File: src/rtl/audio_sigma_delta_dac.sv
`timescale 1ns/1ps
// Audio output stage: sample-rate capture, pop-free gain ramp and first-order sigma-delta DAC.
// Optional macro AUDIO_DAC_RAMP_EN enables the gain ramp; without it gain switches 0/256 directly.
module audio_sigma_delta_dac #(
    parameter int SAMPLE_DIV       = 256,
    parameter int RAMP_STEP_CYCLES = 64
) (
    input  logic       i_clk,
    input  logic       i_reset,
    input  logic [8:0] i_sample,
    input  logic       i_mute,
    output logic       o_dac,
    output logic       o_sample_stb,
    output logic [1:0] o_state,
    output logic [8:0] o_gain
);
    typedef enum logic [1:0] {
        MUTED     = 2'd0,
        RAMP_UP   = 2'd1,
        RUN       = 2'd2,
        RAMP_DOWN = 2'd3
    } state_e;

    localparam int               DIV_W    = (SAMPLE_DIV > 1) ? $clog2(SAMPLE_DIV) : 1;
    localparam logic [DIV_W-1:0] DIV_LAST = DIV_W'(SAMPLE_DIV - 1);
    localparam logic [8:0]       GAIN_MAX = 9'd256;

    logic [DIV_W-1:0] div_q, div_d;
    logic [8:0]       held_q, held_d;
    logic             stb_q, stb_d;
    state_e           state_q, state_d;
    logic [8:0]       gain;
    logic [17:0]      product;
    logic [8:0]       scaled_q, scaled_d;
    logic [9:0]       sum;
    logic [8:0]       acc_q, acc_d;
    logic             dac_q, dac_d;

    always_comb begin
        div_d  = div_q + 1'b1;
        held_d = held_q;
        stb_d  = 1'b0;
        if (div_q == DIV_LAST) begin
            div_d  = '0;
            held_d = i_sample;
            stb_d  = 1'b1;
        end
    end

`ifdef AUDIO_DAC_RAMP_EN
    localparam int                RCNT_W    = (RAMP_STEP_CYCLES > 1) ? $clog2(RAMP_STEP_CYCLES) : 1;
    localparam logic [RCNT_W-1:0] RCNT_LAST = RCNT_W'(RAMP_STEP_CYCLES - 1);

    logic [RCNT_W-1:0] rcnt_q, rcnt_d;
    logic [8:0]        gain_q, gain_d;
    logic              step;

    // NOTE: gain_d is assigned before it is tested, so the end-of-ramp check sees this edge's step.
    always_comb begin
        state_d = state_q;
        gain_d  = gain_q;
        step    = (rcnt_q == RCNT_LAST);
        rcnt_d  = step ? '0 : rcnt_q + 1'b1;
        unique case (state_q)
            MUTED: begin
                if (!i_mute) begin
                    state_d = RAMP_UP;
                    rcnt_d  = '0;
                end
            end
            RAMP_UP: begin
                if (i_mute) begin
                    state_d = RAMP_DOWN;
                    rcnt_d  = '0;
                end else begin
                    if (step && gain_q != GAIN_MAX) gain_d = gain_q + 1'b1;
                    if (gain_d == GAIN_MAX) begin
                        state_d = RUN;
                        rcnt_d  = '0;
                    end
                end
            end
            RUN: begin
                if (i_mute) begin
                    state_d = RAMP_DOWN;
                    rcnt_d  = '0;
                end
            end
            RAMP_DOWN: begin
                if (!i_mute) begin
                    state_d = RAMP_UP;
                    rcnt_d  = '0;
                end else begin
                    if (step && gain_q != 9'd0) gain_d = gain_q - 1'b1;
                    if (gain_d == 9'd0) begin
                        state_d = MUTED;
                        rcnt_d  = '0;
                    end
                end
            end
        endcase
    end

    assign gain = gain_q;
`else
    always_comb begin
        state_d = i_mute ? MUTED : RUN;
    end

    assign gain = (state_q == RUN) ? GAIN_MAX : 9'd0;
`endif

    // Gain 256 is unity: the >>8 returns held unchanged, and 511*256>>8 still fits 9 bits.
    assign product  = 18'(held_q) * 18'(gain);
    assign scaled_d = 9'(product >> 8);

    assign sum   = {1'b0, acc_q} + {1'b0, scaled_q};
    assign acc_d = sum[8:0];
    assign dac_d = sum[9];

    always_ff @(posedge i_clk) begin
        if (i_reset) begin
            div_q    <= '0;
            held_q   <= '0;
            stb_q    <= 1'b0;
            state_q  <= MUTED;
            scaled_q <= '0;
            acc_q    <= '0;
            dac_q    <= 1'b0;
`ifdef AUDIO_DAC_RAMP_EN
            rcnt_q   <= '0;
            gain_q   <= '0;
`endif
        end else begin
            div_q    <= div_d;
            held_q   <= held_d;
            stb_q    <= stb_d;
            state_q  <= state_d;
            scaled_q <= scaled_d;
            acc_q    <= acc_d;
            dac_q    <= dac_d;
`ifdef AUDIO_DAC_RAMP_EN
            rcnt_q   <= rcnt_d;
            gain_q   <= gain_d;
`endif
        end
    end

    assign o_dac        = dac_q;
    assign o_sample_stb = stb_q;
    assign o_state      = state_q;
    assign o_gain       = gain;

endmodule

File: config.mk
export PLATFORM = sky130hd
export DESIGN_NAME = audio_sigma_delta_dac
export DESIGN_NICKNAME = d
export VERILOG_FILES = /design/src/rtl/audio_sigma_delta_dac.sv
export SDC_FILE = /design/constraint.sdc
export NUM_CORES = 1
export LEC_CHECK = 0
export ABC_AREA = 1
export CORE_UTILIZATION = 40
export DETAILED_ROUTE_END_ITERATION = 10
export SLEW_MARGIN = 0
export SYNTH_ARGS = -nofsm -noshare
export SYNTH_HDL_FRONTEND = slang
export SYNTH_SLANG_ARGS = --single-unit
File: constraint.sdc
create_clock -name i_clk -period 4.2 [get_ports i_clk]
set_clock_uncertainty 0.05 [all_clocks]
set_input_delay 0.42 -clock i_clk [delete_from_list [all_inputs] [get_ports i_clk]]
set_output_delay 0.42 -clock i_clk [all_outputs]
set_load 0.1 [all_outputs]
# --- Word-level counts from Yosys, hierarchy flattened ---
# Index checks and enable logic that the tools add are counted.
totals:
  out_inout_bits: 13
  latchBits: 0
  regBits: 39
  mem_count: 0
  in_bits: 12
  elab_cells: 16
  mem_bits_rw: 0
  mem_bits_ro: 0
classes:
  add_sub_neg: 2
  n_lt_le_gt_ge: 0
  div: 0
  mul: 1
  muxes: 3
  shift: 0
  n_reduce_logical: 1
  n_bitwise: 0
  n_eq_ne: 2
op_table:
  columns: ["cell", "count"]
  rows:
  - ["multiplier 9 x 9 -> 17 bit", 1]
  - ["adder 9 x 9 -> 10 bit", 1]
  - ["two-way mux 9 bit", 1]
  - ["adder 8 x 1 -> 8 bit, second input constant", 1]
  - ["== test 8 bit, second input constant", 1]
  - ["== test 2 bit, second input constant", 1]
  - ["two-way mux 2 bit", 1]
  - ["OR reduction 2 bit", 1]
  - ["two-way mux 1 bit", 1]

# --- Longest topological paths before layout ---
# Gate-level depths: netlist of run 1.
logic_depth:
  ltp_word: 3
  ltp_mapped: 9
  depth_no_buf: 9

# --- Least setup slack after synthesis of run 1 ---
# No wires, ideal clock.
synth_path:
  path_kind: "register to output"
  startpoint: "register state_q[1] (netlist: o_state[1])"
  endpoint: "output o_state[1]"
  path_buffers: 1
  path_stages_with_launch: 2
  required_ns: 3.730
  slack_ns: 2.358
  arrival_time_ns: 1.372
  cell_sequence: "dfxtp_1 > buf_4"
synth_lines:
  columns: ["item", "line", "source"]
  rows:
  - ["start, declared", "31", "state_e state_q, state_d;"]
  - ["start signal, assigned", "138", "state_q <= state_d;"]
  - ["end, declared", "14", "output logic [1:0] o_state,"]
# No word-level cell between the ends.

# --- Worst setup path after layout of run 1 ---
layout_path:
  startpoint: "register state_q[1] (netlist: o_state[1])"
  endpoint: "output o_gain[8]"
layout_between:
  elab_chain_len: 2
layout_rtl:
  columns: ["item", "line", "source"]
  rows:
  - ["== test 2 bit", "110", "assign gain = (state_q == RUN) ? GAIN_MAX : 9'd0;"]
  - ["two-way mux 9 bit", "110", null]
  - ["end, declared", "15", "output logic [8:0] o_gain"]
# No other way between the ends.

==> impl_metrics.tcl, run 1 <==
set metrics [dict create \
    syn_area_um2 1800 \
    finalHoldViolCount 0 \
    ys_top_cells_by_count "nand2_1 (66), dfxtp_1 (38), nor2_1 (30)" \
    core-area_um2 4350 \
    cp_max_fo 11 \
    grt_pass1_vias 1188 \
    maxCapViolCount 0 \
    route.detailed.drc 0 \
    end_kind "primary output" \
    antenna_found_initial 0 \
    setup_violations 0 \
    cp-start-kind "register" \
    ys_seq_elements 38 \
    first_pass_iters 4 \
    worst-path-buf-inv 1 \
    postCtsSetupRepairBufs 0 \
    rrSetupSlack_ns 2.59 \
    netlist_instances 239 \
    hold_path_class "register to register" \
    via_per_inst 4.41 \
    drive_above_1_share_pct 6.67 \
    path_cells "clkdlybuf4s50_1" \
    synth_top_area_cell "dfxtp_1" \
    timing.fmax_ghz 0.399 \
    cts_tree "built" \
    final.period_utilization_pct 59.7 \
    start_util_pct 41.4 \
    slowest_stage "clkdlybuf4s50_1" \
    rsz0062_at_grt "no" \
    synth_top_cells_by_area "dfxtp_1 (42%), nand2_1 (14%), ha_1 (6.9%)" \
    syn_to_final_growth_pct 15.2 \
    p_leak_nw 1.01 \
    synth_warnings 0 \
    vias 1355 \
    die_area_um2 4780 \
    fin_crit_ns 2.51 \
    ctsHoldBuffers 0 \
    ys_seq_area_share_pct 42.2 \
    async_flop_share_pct 0 \
    post_cts_resized 0 \
    critical_path_class "register to primary output" \
    place_inst 299 \
    grt_pass1_wl_um 5110 \
    grt_remaining_overflow 0 \
    antenna_cells 0 \
    synthFlopType "dfxtp_1" \
    io_pins 25 \
    rows 24 \
    fp.dieH_um 69.1 \
    finalWirelength_um 2970 \
    die_w_um 69.1 \
    slew_headroom_pct 35.6 \
    port-buffer-count 15 \
    cts-root-buf "clkbuf_8" \
    drv_slew 0 \
    power.density_nw_per_um2 392 \
    clk_path_buf_depth 2 \
    antenna_left 0 \
    ir_drop_uv 158 \
    setup_tns_ns 0 \
    instances_no_fill 307 \
    clkTransAtPathRegs_ns 0.07 \
    synth.most_common_cell "nand2_1" \
    required_ns 3.73 \
    synth_cell_types 26 \
    routedWlPerCell_um 9.68 \
    synth_area_per_cell_um2 7.54 \
    numCtsBuffers 5 \
    clock_latency_ns 0.28 \
    worstMarginPinSlew_ns 0.963 \
    track_usage_pct 13.6 \
    nFillCells 429 \
    drtIter0Drc 31 \
    status "completed" \
    final_nets 277 \
    place.gp.congestion 0.777 \
    clock_sinks 38 \
    h-tree-depth 2 \
    synth_edf_count 0 \
    grt_max_degree 21 \
    critical-path-top-delay-family "buffers and inverters" \
    hpwl_um 2220 \
    arrival_ns 2.04 \
    critical-path-max-stage-delay_ns 1.21 \
    yosysTopAreaCellShare_pct 42.2 \
]
## worst paths after layout
| check | start | to | cells after the start |
|---|---|---|---|
| worst min-delay path | held_q[1] | scaled_q[1] | 2 |
| worst max-delay path | o_state[1] | o_gain[8] | 1 |
| worst min register to register | held_q[1] | scaled_q[1] | 2 |
| worst max register to register | scaled_q[0] | acc_q[6] | 8 |
## metrics by stage
| stage | utilization [%] | hold slack [ns] | cell area, um^2 | worst slack (ns) | total power [W] |
|---|---|---|---|---|---|
| 2_1_floorplan | - | 0.360 | 1830 | 2.36 | 0.000435 |
| 3_3_place_gp | 44.4 | 0.369 | 1930 | 1.89 | 0.000441 |
| 3_5_place_dp | 44.4 | 0.373 | 1930 | 1.82 | 0.000442 |
| 4_1_cts | 47.7 | 0.384 | 2080 | 1.67 | 0.000823 |
| 5_1_grt | 47.7 | 0.392 | 2080 | 1.64 | 0.000843 |
| 6_report | 47.7 | 0.383 | 2080 | 1.69 | 0.000813 |
## final cells by class
type,instances,area (um^2),share of cell area [%]
clock buffers,6,82.6,3.98
clock inverters,2,60.1,2.89
inverters,30,113,5.42
multi-input cells,164,845,40.7
flip-flops and latches,38,761,36.6
well taps,52,65.1,3.13
repair buffers,15,150,7.23
## where the power goes
| group | leakage (nW) | switching, W | internal, W |
|---|---|---|---|
| registers | 0.307 | 0.00000301 | 0.000363 |
| clock network | 0.0714 | 0.000127 | 0.000253 |
| logic | 0.629 | 0.0000530 | 0.0000137 |
## layout by cell type (no fill, tap or decap)
| cell | Yosys | final |
|---|---|---|
| nor2_8 | 1 | 1 |
| nand2_1 | 66 | 66 |
| bufinv_16 | 0 | 2 |
| nor2_2 | 1 | 1 |
| ha_1 | 10 | 10 |
| nor3_1 | 2 | 2 |
| nand4_4 | 1 | 1 |
| nand2_8 | 1 | 1 |
| clkdlybuf4s50_1 | 0 | 15 |
| nor2_4 | 1 | 1 |
| fa_1 | 1 | 1 |
| conb_1 | 1 | 9 |
| clkbuf_8 | 0 | 6 |
| dfxtp_1 | 38 | 38 |
| nor2_1 | 30 | 30 |
| or2_2 | 2 | 2 |
| nand2_2 | 1 | 1 |
| xor2_1 | 1 | 1 |
| o21ai_0 | 3 | 3 |
| a21oi_1 | 12 | 12 |
| nand3b_1 | 1 | 1 |
| nand4_1 | 1 | 1 |
| nand3_1 | 20 | 20 |
| inv_2 | 1 | 1 |
| inv_1 | 29 | 29 |
## metal layers
metal / part of all wire [%] / track usage (%)
met5: 0 / 0
met4: 1.9 / 6.12
met1: 49 / 16.5
met2: 46 / 22.0
met3: 3.1 / 4.39
## worst register-to-register path: stages (launching register included)
cell      delay (ns)
dfxtp_1         0.30
ha_1            0.24
fa_1            0.41
nand2_1         0.10
nand2_1         0.09
nand3b_1        0.12
nand3_1         0.07
nand2_1         0.06
nor2_1          0.05
## sequential cells by signal, summed over array words and instances (netlist names)
name	cells
o_dac	1
acc_q	9
held_q	9
o_state	1
o_sample_stb	1
scaled_q	9
div_q	8
## cells by family (layout without fill, tap and decap cells)
logic type      count (synthesis)  after routing  synth area share [%]
compound gates                 15             15                  4.17
fa+ha+maj                      11             11                  8.06
simple gates                  128            128                  32.3
other cells                     1              9                 0.208
buf+inv                        45             53                  12.6
xor+xnor                        1              1                 0.486
flops                          38             38                  42.2
Note: power is estimated with default switching activity, not from simulation.
==> run 2: changes to the inputs <==
==> constraint.sdc (replaced) <==
create_clock -name i_clk -period 2.4 [get_ports i_clk]
set_clock_uncertainty 0.05 [all_clocks]
set_input_delay 0.24 -clock i_clk [delete_from_list [all_inputs] [get_ports i_clk]]
set_output_delay 0.24 -clock i_clk [all_outputs]
set_load 0.1 [all_outputs]
==> run 2 against run 1 <==
  * Final cell count up 0.33%
  * Non-clock buffer count grew 1
  * Combinational power rose by 77%
  * Clock power increased by 75%
  * Global-route usage grew 0.27 points
  * Core utilization shrank 0.057 points
  * Wire length fell by 1.7%
  * Critical path depth rose by 7
  * Register-to-register slack worse by 1.8 ns
  * Via count up 0.15%
  * Critical endpoint is now acc_q[6]
  * Largest power group unchanged
==> impl_metrics.tcl, run 2 (synthesis gave the netlist of run 1 again) <==
set metrics [dict create \
    mostFrequentLayoutCell "nand2_1" \
    post-place-ws_ns 0.711 \
    io_pins 25 \
    antenna_cells 0 \
    clkTransAtPathRegs_ns 0.07 \
    final_nets 278 \
    antenna_found_initial 0 \
    dpl_cell_area_um2 1930 \
    fp.dieH_um 69.1 \
    worstHoldPathCells 2 \
    drv_slew 0 \
    routedWlPerCell_um 9.48 \
    required_ns 2.53 \
    cp_max_fo 3 \
    grt_max_degree 21 \
    route.detailed.drc 0 \
    slew_headroom_pct 51.1 \
    final.period_utilization_pct 67.2 \
    antenna_left 0 \
    grt_pass1_wl_um 5270 \
    fin_crit_ns 1.61 \
    grt_remaining_overflow 0 \
    end_kind "register" \
    hold_path_class "register to register" \
    reg_top3 "acc_q x9, held_q x9, scaled_q x9" \
    clk_path_buf_depth 2 \
    timing.final.ws_setup_ns 0.787 \
    clock_sinks 38 \
    worstMarginPinSlew_ns 0.733 \
    power.density_nw_per_um2 686 \
    clock_latency_ns 0.29 \
    p_leak_nw 1.02 \
    layout_common_cells "nand2_1 (66), dfxtp_1 (38), nor2_1 (30)" \
    die_area_um2 4780 \
    report.power.total_w 0.00142 \
    ctsHoldBuffers 0 \
    cts_tree "built" \
    rows 24 \
    postCtsSetupRepairBufs 0 \
    final_area_um2 2070 \
    critical-path-max-stage-delay_ns 0.41 \
    core-area_um2 4350 \
    timing.fmax_ghz 0.620 \
    setup_tns_ns 0 \
    start_util_pct 41.4 \
    slowest_stage "fa_1" \
    rrSetupSlack_ns 0.79 \
    grt_pass1_vias 1248 \
    reg2reg_from "scaled_q[0]" \
    die_w_um 69.1 \
    path_cells "ha_1, fa_1, nand2_1, nand2_1, nand3b_1, nand3_1, nand2_1, nor2_1" \
    setup_violations 0 \
    hold_ws_ns 0.381 \
    hp-start "held_q[3]" \
    status "completed" \
    syn_to_final_growth_pct 15.1 \
    r2r-end "acc_q[6]" \
    drtIter0Drc 51 \
    port-buffer-count 15 \
    crit_path_frequent_cell "nand2_1" \
    cts-root-buf "clkbuf_8" \
    rsz0062_at_grt "no" \
    cp-start-kind "register" \
    first_pass_iters 4 \
    finalHoldViolCount 0 \
    vias 1357 \
    post_cts_resized 0 \
    nFillCells 443 \
    place.gp.congestion 0.791 \
    worstRegToRegCells 8 \
    holdPathEnd "scaled_q[3]" \
    critical_path_class "register to register" \
    finalWirelength_um 2920 \
    ir_drop_uv 304 \
    via_per_inst 4.41 \
    numCtsBuffers 5 \
    maxCapViolCount 0 \
    hpwl_um 2160 \
    arrival_ns 1.74 \
    track_usage_pct 13.9 \
    drive_above_1_share_pct 8.59 \
    h-tree-depth 2 \
]
-- run 2: cell types whose count changed in the layout (fill, tap and decap cells not counted) --
cell	delta
buf_4	+5
clkdlybuf4s50_1	-4
-- run 2: final cells by class --
cell class	instances	area, um^2	share of cell area, %
multi-input combinational	164	845	40.7
clock inverter	2	60.1	2.90
sequential	38	761	36.7
clock buffer	6	82.6	3.98
timing repair buffer	16	148	7.12
inverter	30	113	5.43
tap	52	65.1	3.14
-- run 2: worst max-delay path: cells and delay by family (launching register included) --
kind / cells / cell delay [ns]
DFF: 1 / 0.31
and+or+nand+nor: 6 / 0.50
adders and majority gates: 2 / 0.65
-- run 2: layer usage --
layer / wire length, um / GRT usage (%) / vias up
li1: - / - / 758
met4: 64 / 6.80 / 0
met1: 1440 / 17.5 / 574
met3: 85 / 4.39 / 7
met5: 0 / 0 / -
met2: 1330 / 21.5 / 18
-- run 2: worst max path at each step --
stage	depth (start not counted)	slack (ns)	endpoint	from
2_1_floorplan	1	0.74	o_state[1]	o_state[1]
3_3_place_gp	4	0.72	acc_q[4]	i_reset
3_5_place_dp	4	0.71	acc_q[3]	i_reset
4_1_cts	8	0.77	acc_q[6]	scaled_q[0]
5_1_grt	8	0.61	acc_q[6]	scaled_q[0]
6_report	8	0.79	acc_q[6]	scaled_q[0]
-- run 2: report_power, final --
| group | internal (W) | switching, W |
|---|---|---|
| Sequential | 0.000635 | 0.00000545 |
| Combinational | 0.0000245 | 0.0000934 |
| Clock | 0.000443 | 0.000221 |
| Total | 0.00110 | 0.000320 |
-- run 2: through the flow --
stage,std cells,util (%)
2_1_floorplan,247,-
3_3_place_gp,300,44.3
3_5_place_dp,300,44.3
4_1_cts,308,47.6
5_1_grt,308,47.6
6_report,308,47.6
==> run 3: changes to the inputs <==
==> constraint.sdc (replaced) <==
create_clock -name i_clk -period 1.44 [get_ports i_clk]
set_clock_uncertainty 0.05 [all_clocks]
set_input_delay 0.144 -clock i_clk [delete_from_list [all_inputs] [get_ports i_clk]]
set_output_delay 0.144 -clock i_clk [all_outputs]
set_load 0.1 [all_outputs]
==> run 3 against run 2 <==
  * Critical endpoint unchanged
  * Power up 45%
  * Critical path type unchanged
  * Maximum frequency up 10%
  * Worst setup slack worse by 0.81 ns
  * Count of clock-buffer cells in the layout unchanged
  * Clock power up 15%
  * The run now ends with negative setup slack left
  * Global-route usage up 0.31 points
==> impl_metrics.tcl, run 3 (synthesis gave the netlist of run 1 again) <==
set metrics [dict create \
    place_inst 307 \
    cts-root-buf "clkbuf_8" \
    status "finished with violations" \
    drtIter0Drc 44 \
    cp_max_fo 3 \
    grt_use_met1_pct 17.7 \
    first_pass_iters 4 \
    gr-usage-met2_pct 22.0 \
    clk_path_buf_depth 2 \
    drive_above_1_share_pct 20.5 \
    track_usage_pct 14.2 \
    cp-start-kind "register" \
    reg_top3 "acc_q x9, held_q x9, scaled_q x9" \
    hpwl_um 2270 \
    antenna_left 0 \
    arrival_ns 1.61 \
    grt_pass1_vias 1290 \
    start_util_pct 41.4 \
    multiInputGateArea_um2 965 \
    violations "negative setup slack" \
    finalHoldViolCount 0 \
    core-area_um2 4350 \
    critical-path-max-stage-delay_ns 0.36 \
    post-place-ws_ns -0.0263 \
    hold_path_class "input port to register" \
    fp.dieH_um 69.1 \
    mostFrequentLayoutCell "nand2_1" \
    finalWirelength_um 3310 \
    report.power.total_w 0.00207 \
    required_ns 1.58 \
    drv_slew 0 \
    numCtsBuffers 5 \
    grtUsageMet3_pct 4.82 \
    clock_latency_ns 0.29 \
    timing.fmax_ghz 0.683 \
    end_kind "register" \
    crit_path_frequent_cell "nand2_4" \
    final_util_pct 53.0 \
    maxCapViolCount 0 \
    layout_common_cells "nand2_1 (61), dfxtp_1 (32), nor2_1 (30)" \
    path_cells "ha_4, fa_2, nand2_4, nand2_4, nand3b_1, nand3_1, nand2_1, nor2_1" \
    route.detailed.drc 0 \
    via_per_inst 4.43 \
    power.density_nw_per_um2 897 \
    p_leak_nw 1.12 \
    rows 24 \
    place.gp.congestion 0.796 \
    vias 1418 \
    port-buffer-count 15 \
    final.period_utilization_pct 102 \
    antenna_cells 0 \
    slowest_stage "fa_2" \
    final_nets 290 \
    critical_path_class "register to register" \
    top_usage_layer "met2" \
    grt_remaining_overflow 0 \
    die_w_um 69.1 \
    io_pins 25 \
    syn_to_final_growth_pct 28.0 \
    antenna_found_initial 0 \
    instances_no_fill 320 \
    fin_crit_ns 1.46 \
    rsz0062_at_grt "yes" \
    seq_area_um2 768 \
    cts_tree "built" \
    h-tree-depth 2 \
    timing.final.ws_setup_ns -0.0240 \
    setup_violations 2 \
    die_area_um2 4780 \
    grt_max_degree 16 \
    ir_drop_uv 555 \
    routedWlPerCell_um 10.3 \
    clock_sinks 38 \
    nFillCells 406 \
    grt_pass1_wl_um 5410 \
    clkTransAtPathRegs_ns 0.08 \
]
-- run 3: changes by cell type in the layout (fill, tap and decap cells not counted), moves of 4 or more --
cell / change
buf_12: +5
buf_4: +4
dfxtp_1: -6
dfxtp_2: +6
nand2_1: -5
nand2_4: +4
nand3_1: -5
nand3_2: +4
-- run 3: report_power, final --
part	leakage [nW]	internal, W	total (W)	switching (W)
Sequential	0.309	0.00106	0.00107	0.0000136
Clock	0.0472	0.000385	0.000767	0.000382
Combinational	0.763	0.0000646	0.000227	0.000162
Total	1.12	0.00151	0.00207	0.000558
-- run 3: final cells by class --
class	count	area share [%]
clock buffers	6	3.58
clock inverters	2	0.543
flip-flops and latches	38	33.3
inverters	30	4.88
repair buffers	27	13.0
well taps	52	2.82
multi-input cells	165	41.8
-- run 3: path summary, 6_finish.rpt --
| check | depth (start not counted) | slack, ns | from | end |
|---|---|---|---|---|
| setup / recovery | 8 | -0.02 | acc_q[0] | acc_q[6] |
| hold / removal | 3 | 0.34 | i_sample[3] | held_q[3] |
| setup reg to reg | 8 | -0.02 | acc_q[0] | acc_q[6] |
| hold reg to reg | 2 | 0.37 | held_q[2] | scaled_q[2] |
-- run 3: metrics by stage --
stage,hold WS (ns),setup TNS (ns),instance area [um^2]
floorplan,0.159,0,1840
global route,0.330,-0.461,2310
CTS,0.322,0,2160
finish,0.336,-0.0274,2310
global placement,0.367,-0.00769,2050
detailed placement,0.370,-0.0472,2050
-- run 3: per-layer routing --
metal | vias to the layer above | wire (um)
met3 | 2 | 66
met5 | - | 0
li1 | 777 | -
met1 | 619 | 1620
met2 | 20 | 1600
met4 | 0 | 21
-- run 3: timing repair --
action                     4_1_cts  5_1_grt
setup endpoints to repair        2       21
setup buffers                    1        3
pin swaps                        2       11
hold buffers                     0        0
resized for setup                4       24
gates cloned                     0        1
-- run 3: worst max-delay path, delay by kind of cell, from the launching register on --
kind | cells | cell delay (ns)
adders and majority gates | 2 | 0.52
DFF | 1 | 0.34
and+or+nand+nor | 6 | 0.45
